### config.mk
export PLATFORM = sky130hd
export DESIGN_NAME = car_wave_sequencer
export DESIGN_NICKNAME = d
export VERILOG_FILES = /design/src/rtl/car_wave_sequencer.sv
export SDC_FILE = /design/constraint.sdc
export NUM_CORES = 1
export LEC_CHECK = 0
export CORE_AREA = 2 2 85 87
export DETAILED_ROUTE_END_ITERATION = 10
export DIE_AREA = 0 0 87 89
export PLACE_DENSITY = 0.85
export SLEW_MARGIN = 15
export SYNTH_ARGS = -nofsm -noshare
export SYNTH_HDL_FRONTEND = slang
export SYNTH_SLANG_ARGS = --single-unit
export TNS_END_PERCENT = 10
### constraint.sdc
create_clock -name clk -period 5.5 [get_ports clk]
set_input_delay 1.65 -clock clk [delete_from_list [all_inputs] [get_ports clk]]
set_output_delay 1.65 -clock clk [all_outputs]
set_load 0.01 [all_outputs]
### src/rtl/car_wave_sequencer.sv
// Car wave sequencer: spawns NUM_CARS car sprites by frame count, runs one draw pass
// per frame over a start/done handshake, and muxes the drawing car onto the VGA bus.
//
// state  | meaning
// IDLE   | waiting for start_frame
// SCAN   | testing car idx for eligibility, one car per cycle
// WAIT   | car idx drawing; waits for its done pulse or a timeout
// FINISH | pass over; raises frame_done and returns to IDLE
module car_wave_sequencer #(
   parameter int NUM_CARS  = 4,
   parameter int IDX_W     = 4,
   parameter int COORD_W   = 15,
   parameter int COLOUR_W  = 9,
   parameter int SPAWN_GAP = 30,
   parameter int TIMEOUT   = 4096
) (
   input  logic                         clk,
   input  logic                         resetn,
   input  logic                         stage_active,
   input  logic [IDX_W-1:0]             active_cars,
   input  logic                         start_frame,
   input  logic [NUM_CARS-1:0]          destroyed_cars,
   input  logic [NUM_CARS-1:0]          car_draw_done,
   input  logic [NUM_CARS-1:0]          car_wren_in,
   input  logic [NUM_CARS*COORD_W-1:0]  car_coord_bus,
   input  logic [NUM_CARS*COLOUR_W-1:0] car_colour_bus,
   input  logic [NUM_CARS-1:0]          car_game_over,
   output logic [NUM_CARS-1:0]          car_initiate,
   output logic [NUM_CARS-1:0]          car_draw_start,
   output logic                         vga_wren,
   output logic [COORD_W-1:0]           vga_coord,
   output logic [COLOUR_W-1:0]          vga_colour,
   output logic                         frame_busy,
   output logic                         frame_done,
   output logic                         stage_car_done,
   output logic                         game_over_feedback,
   output logic                         draw_error
);

   localparam int FRAME_MAX = (NUM_CARS - 1) * SPAWN_GAP;
   localparam int FRAME_W   = (FRAME_MAX > 0) ? $clog2(FRAME_MAX + 1) : 1;
   localparam int TMO_W     = (TIMEOUT > 1) ? $clog2(TIMEOUT) : 1;
   localparam logic [FRAME_W-1:0] FRAME_SAT = FRAME_W'(FRAME_MAX);
   localparam logic [TMO_W-1:0]   TMO_LOAD  = TMO_W'(TIMEOUT - 1);
   localparam logic [IDX_W-1:0]   LAST_IDX  = IDX_W'(NUM_CARS - 1);
   localparam logic [IDX_W-1:0]   CARS_SAT  = IDX_W'(NUM_CARS);

   typedef enum logic [1:0] {S_IDLE, S_SCAN, S_WAIT, S_FINISH} state_t;

   state_t               state;
   logic [IDX_W-1:0]     idx;
   logic [IDX_W-1:0]     count_q;
   logic [FRAME_W-1:0]   frame_cnt;
   logic [TMO_W-1:0]     tmo_cnt;
   logic                 stage_prev;
   logic                 stage_rise;
   logic                 all_destroyed;
   logic                 any_go;
   logic                 sel_elig;
   logic                 sel_done;
   logic                 sel_wren;
   logic [COORD_W-1:0]   sel_coord;
   logic [COLOUR_W-1:0]  sel_colour;
   logic [NUM_CARS-1:0]  idx_onehot;

   assign stage_rise = stage_active & ~stage_prev;
   assign frame_busy = (state != S_IDLE);

   always_comb begin
      car_initiate  = '0;
      all_destroyed = 1'b1;
      any_go        = 1'b0;
      for (int i = 0; i < NUM_CARS; i++) begin
         if (IDX_W'(i) < count_q) begin
            car_initiate[i] = stage_active && (int'(frame_cnt) >= i * SPAWN_GAP);
            if (!destroyed_cars[i]) all_destroyed = 1'b0;
            if (car_game_over[i]) any_go = 1'b1;
         end
      end
   end

   // Per-index selects via compare loop so idx never needs to match a vector's index width.
   always_comb begin
      sel_elig   = 1'b0;
      sel_done   = 1'b0;
      sel_wren   = 1'b0;
      sel_coord  = '0;
      sel_colour = '0;
      idx_onehot = '0;
      for (int i = 0; i < NUM_CARS; i++) begin
         if (idx == IDX_W'(i)) begin
            idx_onehot[i] = 1'b1;
            sel_elig   = car_initiate[i] & ~destroyed_cars[i];
            sel_done   = car_draw_done[i];
            sel_wren   = car_wren_in[i];
            sel_coord  = car_coord_bus[i*COORD_W +: COORD_W];
            sel_colour = car_colour_bus[i*COLOUR_W +: COLOUR_W];
         end
      end
   end

   assign vga_wren   = (state == S_WAIT) & sel_wren;
   assign vga_coord  = (state == S_WAIT) ? sel_coord : '0;
   assign vga_colour = (state == S_WAIT) ? sel_colour : '0;

   always_ff @(posedge clk) begin
      if (!resetn) begin
         state              <= S_IDLE;
         idx                <= '0;
         count_q            <= '0;
         frame_cnt          <= '0;
         tmo_cnt            <= '0;
         stage_prev         <= 1'b0;
         car_draw_start     <= '0;
         frame_done         <= 1'b0;
         stage_car_done     <= 1'b0;
         game_over_feedback <= 1'b0;
         draw_error         <= 1'b0;
      end else begin
         stage_prev     <= stage_active;
         car_draw_start <= '0;
         frame_done     <= 1'b0;
         stage_car_done <= stage_active && (count_q != '0) && all_destroyed;

         if (stage_rise) begin
            count_q   <= (active_cars > CARS_SAT) ? CARS_SAT : active_cars;
            frame_cnt <= '0;
         end else if (frame_done && stage_active && frame_cnt != FRAME_SAT) begin
            frame_cnt <= frame_cnt + 1'b1;
         end

         if (stage_rise) game_over_feedback <= 1'b0;
         else if (stage_active && any_go) game_over_feedback <= 1'b1;

         case (state)
            S_IDLE: begin
               if (start_frame) begin
                  state <= S_SCAN;
                  idx   <= '0;
               end
            end
            S_SCAN: begin
               if (sel_elig) begin
                  state          <= S_WAIT;
                  car_draw_start <= idx_onehot;
                  tmo_cnt        <= TMO_LOAD;
               end else if (idx == LAST_IDX) begin
                  state <= S_FINISH;
               end else begin
                  idx <= idx + 1'b1;
               end
            end
            S_WAIT: begin
               if (sel_done || tmo_cnt == '0) begin
                  if (!sel_done) draw_error <= 1'b1;
                  if (idx == LAST_IDX) begin
                     state <= S_FINISH;
                  end else begin
                     idx   <= idx + 1'b1;
                     state <= S_SCAN;
                  end
               end else begin
                  tmo_cnt <= tmo_cnt - 1'b1;
               end
            end
            S_FINISH: begin
               frame_done <= 1'b1;
               state      <= S_IDLE;
            end
            default: state <= S_IDLE;
         endcase

         // A new stage wipes the previous stage's error even if a timeout lands now.
         if (stage_rise) draw_error <= 1'b0;
      end
   end

endmodule

Word level (Yosys, flattened, before mapping)
Index checks and enable logic that the tools add are counted.
{"block": "totals", "ff_bits": 38, "out_inout_bits": 38, "wordCells": 132}
{"block": "op_classes", "add_sub_neg": 3, "n_bitwise": 13, "order_cmp": 8, "n_reduce_logical": 22, "muxes": 62, "eq_ne": 13}
{"cell": "$mux W15", "n": 5}
{"cell": "$mux W9", "n": 5}
{"cell": "$mux W1", "n": 37}
{"cell": "$mux W12", "n": 2}
{"cell": "$pmux W12 S2", "n": 1}
{"cell": "$mux W4", "n": 5}
{"cell": "$logic_not A12 Y1", "n": 1}
{"cell": "$pmux W4 S3", "n": 1}
{"cell": "$reduce_and A3 Y1", "n": 4}
{"cell": "$sub A12 B1 Y12 const B", "n": 1}
{"cell": "$mux W2", "n": 5}
{"cell": "$eq A4 B2 Y1 const B", "n": 2}
{"cell": "$logic_and A1 B1 Y1", "n": 8}
{"cell": "$lt A1 B4 Y1 const A", "n": 2}
{"cell": "$lt A2 B4 Y1 const A", "n": 2}
{"cell": "$ne A2 B2 Y1 const B", "n": 4}
{"cell": "$pmux W2 S4", "n": 1}
{"cell": "$add A7 B1 Y7 const B", "n": 1}
{"cell": "$ge A7 B5 Y1 const B", "n": 1}
{"cell": "$ge A7 B6 Y1 const B", "n": 1}
{"cell": "$ge A7 B7 Y1 const B", "n": 1}
{"cell": "$ne A7 B7 Y1 const B", "n": 1}
{"cell": "$not A1 Y1", "n": 7}
{"cell": "$and A1 B1 Y1", "n": 6}
{"cell": "other kinds (15)", "n": 17}

Logic depth before layout (Yosys ltp)
{"block": "logic_depth", "ltp_word": 9, "ltp_mapped": 9, "mapped_depth_nobuf": 8}

Least setup slack after synthesis
OpenSTA, ideal clock, no wires.
{"block": "synth_timing", "path_type": "input -> output", "start": "input car_colour_bus[17]", "end": "output vga_colour[8]", "t_arrival_ns": 2.145, "path_stages": 4, "setup_slack_ns": 1.705, "path_buffers": 0, "path_cell_list": "a221oi_1 > nor3_1 > a21oi_1 > nor2_1"}
{"block": "synth_via", "elab_chain_len": 4}
{"element": "start: declaration", "line": "26", "text": "input logic [NUM_CARS*COLOUR_W-1:0] car_colour_bus,"}
{"element": "$mux W9 (3 in series)", "line": "91", "text": "if (idx == IDX_W'(i)) begin"}
{"element": "$mux W9", "line": "104", "text": "assign vga_colour = (state == S_WAIT) ? sel_colour : '0;"}
{"element": "end: declaration", "line": "32", "text": "output logic [COLOUR_W-1:0] vga_colour,"}
Every way passes these cells.

Worst setup path after layout
{"block": "layout_timing", "start": "input car_coord_bus[14]", "end": "output vga_coord[14]"}
{"block": "layout_via", "elab_chain_len": 5}
{"element": "start: declaration", "line": "25", "text": "input logic [NUM_CARS*COORD_W-1:0] car_coord_bus,"}
{"element": "$mux W15 (4 in series)", "line": "91"}
{"element": "$mux W15", "line": "103", "text": "assign vga_coord = (state == S_WAIT) ? sel_coord : '0;"}
{"element": "end: declaration", "line": "31", "text": "output logic [COORD_W-1:0] vga_coord,"}
Every way passes these cells.

==> flow_metrics.env <==
export IMPL_status="finished, final reports clean"
export IMPL_cp_arrival_ns=3.31
export IMPL_synth_fp_nets=522
export IMPL_finish_utilization=0.666
export IMPL_synth_seq_cells=38
export IMPL_synth_top_area_share=0.273
export IMPL_numCtsBuffers=5
export IMPL_clock_latency_ns=0.30
export IMPL_grt_pass1_wl_mm=16.0
export IMPL_drc=0
export IMPL_syn_cell_area_um2=2790
export IMPL_cts_root_buf="clkbuf_8"
export IMPL_rsz0062_at_grt="false"
export IMPL_initial_core_util=0.415
export IMPL_io_buffer_count=157
export IMPL_cts_setup_buffers=0
export IMPL_die_w_um=87
export IMPL_antenna_found_initial=0
export IMPL_synth_common_cells="nor2_1, dfxtp_1, a21oi_1, nor3_1, a221oi_1"
export IMPL_wirelength_mm=10.8
export IMPL_synth_edf_count=0
export IMPL_max_freq_mhz=202
export IMPL_p_leak_nw=1.73
export IMPL_final_cells=612
export IMPL_post_place_ws_ns=0.584
export IMPL_dpl_hpwl_mm=8.12
export IMPL_finalPower_mw=1.65
export IMPL_ys_async_sr_fraction=0
export IMPL_worst_slew_pin_slew_ns=0.990
export IMPL_drtIter0Drc=143
export IMPL_crit_path_end_kind="output pin"
export IMPL_cts_sinks=38
export IMPL_yosysMostFrequentCell="nor2_1"
export IMPL_slew_viol_final=0
export IMPL_tns_ns=0
export IMPL_clock_skew_ns=0.00996
export IMPL_nets=662
export IMPL_ys_warn_count=0
export IMPL_cts_htree_levels=2
export IMPL_slew_headroom=0.340
export IMPL_first_global_vias=3349
export IMPL_grt_usage=0.258
export IMPL_gp_congestion=0.900
export IMPL_clockBufferDepth=2
export IMPL_yosysSeqAreaShare=0.273
export IMPL_fp_row_count=30
export IMPL_hold_path_class="reg -> reg"
export IMPL_setup_violations=0
export IMPL_startpoint_type="input port"
export IMPL_num_vias=3609
export IMPL_layout_min_cycle_time_ns=4.96
export IMPL_crit_type="in -> out"
export IMPL_avgSynthCellArea_um2=7.14
export IMPL_core_um2=6720
export IMPL_peakVddDrop_v=0.000251
export IMPL_dominantRegCellSynth="dfxtp_1"
export IMPL_clkTransAtPathRegs_ns=0.08
export IMPL_fin_hold_ws_ns=0.474
export IMPL_die_area_um2=7740
export IMPL_finalHoldViolations=0
export IMPL_fin_crit_sh=0.901
export IMPL_netlist_top_cells_area="dfxtp_1, nor2_1, a221oi_1"
export IMPL_dpl_cell_area_um2=4390
export IMPL_area_delta_synth_final_pct=60.4
export IMPL_drtAntennaViolNets=0
export IMPL_finalInstanceArea_um2=4480
export IMPL_cts_hold_buffers=0
export IMPL_drive_gt1_frac=0.0282
export IMPL_grt_start_max_net_pins=56
export IMPL_powerDensity_nw_per_um2=368
export IMPL_required_ns=3.85
export IMPL_io_pins=158
export IMPL_gr_total_overflow=0
export IMPL_diodes=0
export IMPL_cp_max_fo=1
export IMPL_syn_inst=391
export IMPL_dp_cells=604
export IMPL_maxCapViolCount=0
export IMPL_first_pass_iters=6
export IMPL_cts_tree="done"
export IMPL_ys_types=54
export IMPL_yosys_area_top_type="dfxtp_1"
export IMPL_fp_dieH_um=89
export IMPL_vias_per_cell=5.90
export IMPL_fin_ws_ns=0.543
export IMPL_avgRoutedWirePerCell_um=17.6
export IMPL_cts_resized=0
==> layout make-up <==
cell class	instances	area (um^2)
fillers	561	2240
multi-input cells	306	1860
repair buffers	160	1590
flip-flops and latches	38	761
well taps	80	100
inverters	20	75.1
clock buffers	5	68.8
clock inverters	3	21.3
==> critical path: stages <==
cell and delay, ns:
clkdlybuf4s50_1 0.40, a221oi_1 0.40, nor3_1 0.08, a21oi_1 0.15
nor2_1 0.08, clkdlybuf4s50_1 0.54
==> cells by family after synthesis <==
group                      after synthesis  share of synthesized area
buffers and inverters                   47                     0.0659
adders and majority gates               11                     0.0493
xor gates and xnor gates                 4                     0.0126
muxes                                    2                    0.00717
and+or+nand+nor                        172                      0.292
AOI/OAI and AO/OA                      117                      0.301
DFF                                     38                      0.273
==> sequential cells by signal, indices dropped and copies added, names as in the netlist <==
register            count
stage_prev              1
idx                     4
game_over_feedback      1
frame_done              1
count_q                 4
frame_cnt               7
tmo_cnt                12
car_draw_start          4
stage_car_done          1
draw_error              1
state                   2
==> path summary, 6_finish.rpt <==
check / from / cells after the start / slack [ns] / end
setup / recovery: car_coord_bus[14] / 6 / 0.54 / vga_coord[14]
hold / removal: tmo_cnt[10] / 1 / 0.47 / tmo_cnt[10]
setup reg to reg: state[0] / 7 / 2.15 / tmo_cnt[5]
hold reg to reg: tmo_cnt[10] / 1 / 0.47 / tmo_cnt[10]
==> layer usage <==
| layer | GRT usage | share of wire | up-vias |
|---|---|---|---|
| met2 | 0.448 | 0.50 | 176 |
| met1 | 0.314 | 0.39 | 1668 |
| met4 | 0.0994 | 0.031 | 0 |
| li1 | - | - | 1734 |
| met5 | 0 | 0 | - |
| met3 | 0.0545 | 0.075 | 31 |
==> power by group <==
part           leakage (nW)  internal (mW)  switching, mW
Sequential            0.310          0.334         0.0601
Combinational          1.37          0.487          0.575
Clock                0.0441         0.0890          0.105
Total                  1.73          0.910          0.740
==> cells in the final DEF, fill, tap and decap left out, types with 4 or more instances in the layout <==
cell type | netlist | layout
a211oi_1 | 5 | 5
a21oi_1 | 34 | 34
a221oi_1 | 27 | 27
a311oi_1 | 9 | 9
a31oi_1 | 11 | 11
and2_1 | 5 | 4
clkbuf_8 | 0 | 5
clkdlybuf4s50_1 | 0 | 157
dfxtp_1 | 38 | 38
ha_1 | 11 | 11
inv_1 | 19 | 19
nand2_1 | 17 | 17
nand2b_1 | 6 | 6
nand3_1 | 7 | 7
nor2_1 | 80 | 80
nor3_1 | 34 | 34
o21ai_0 | 7 | 7
Power figures use the tool's default switching activity.
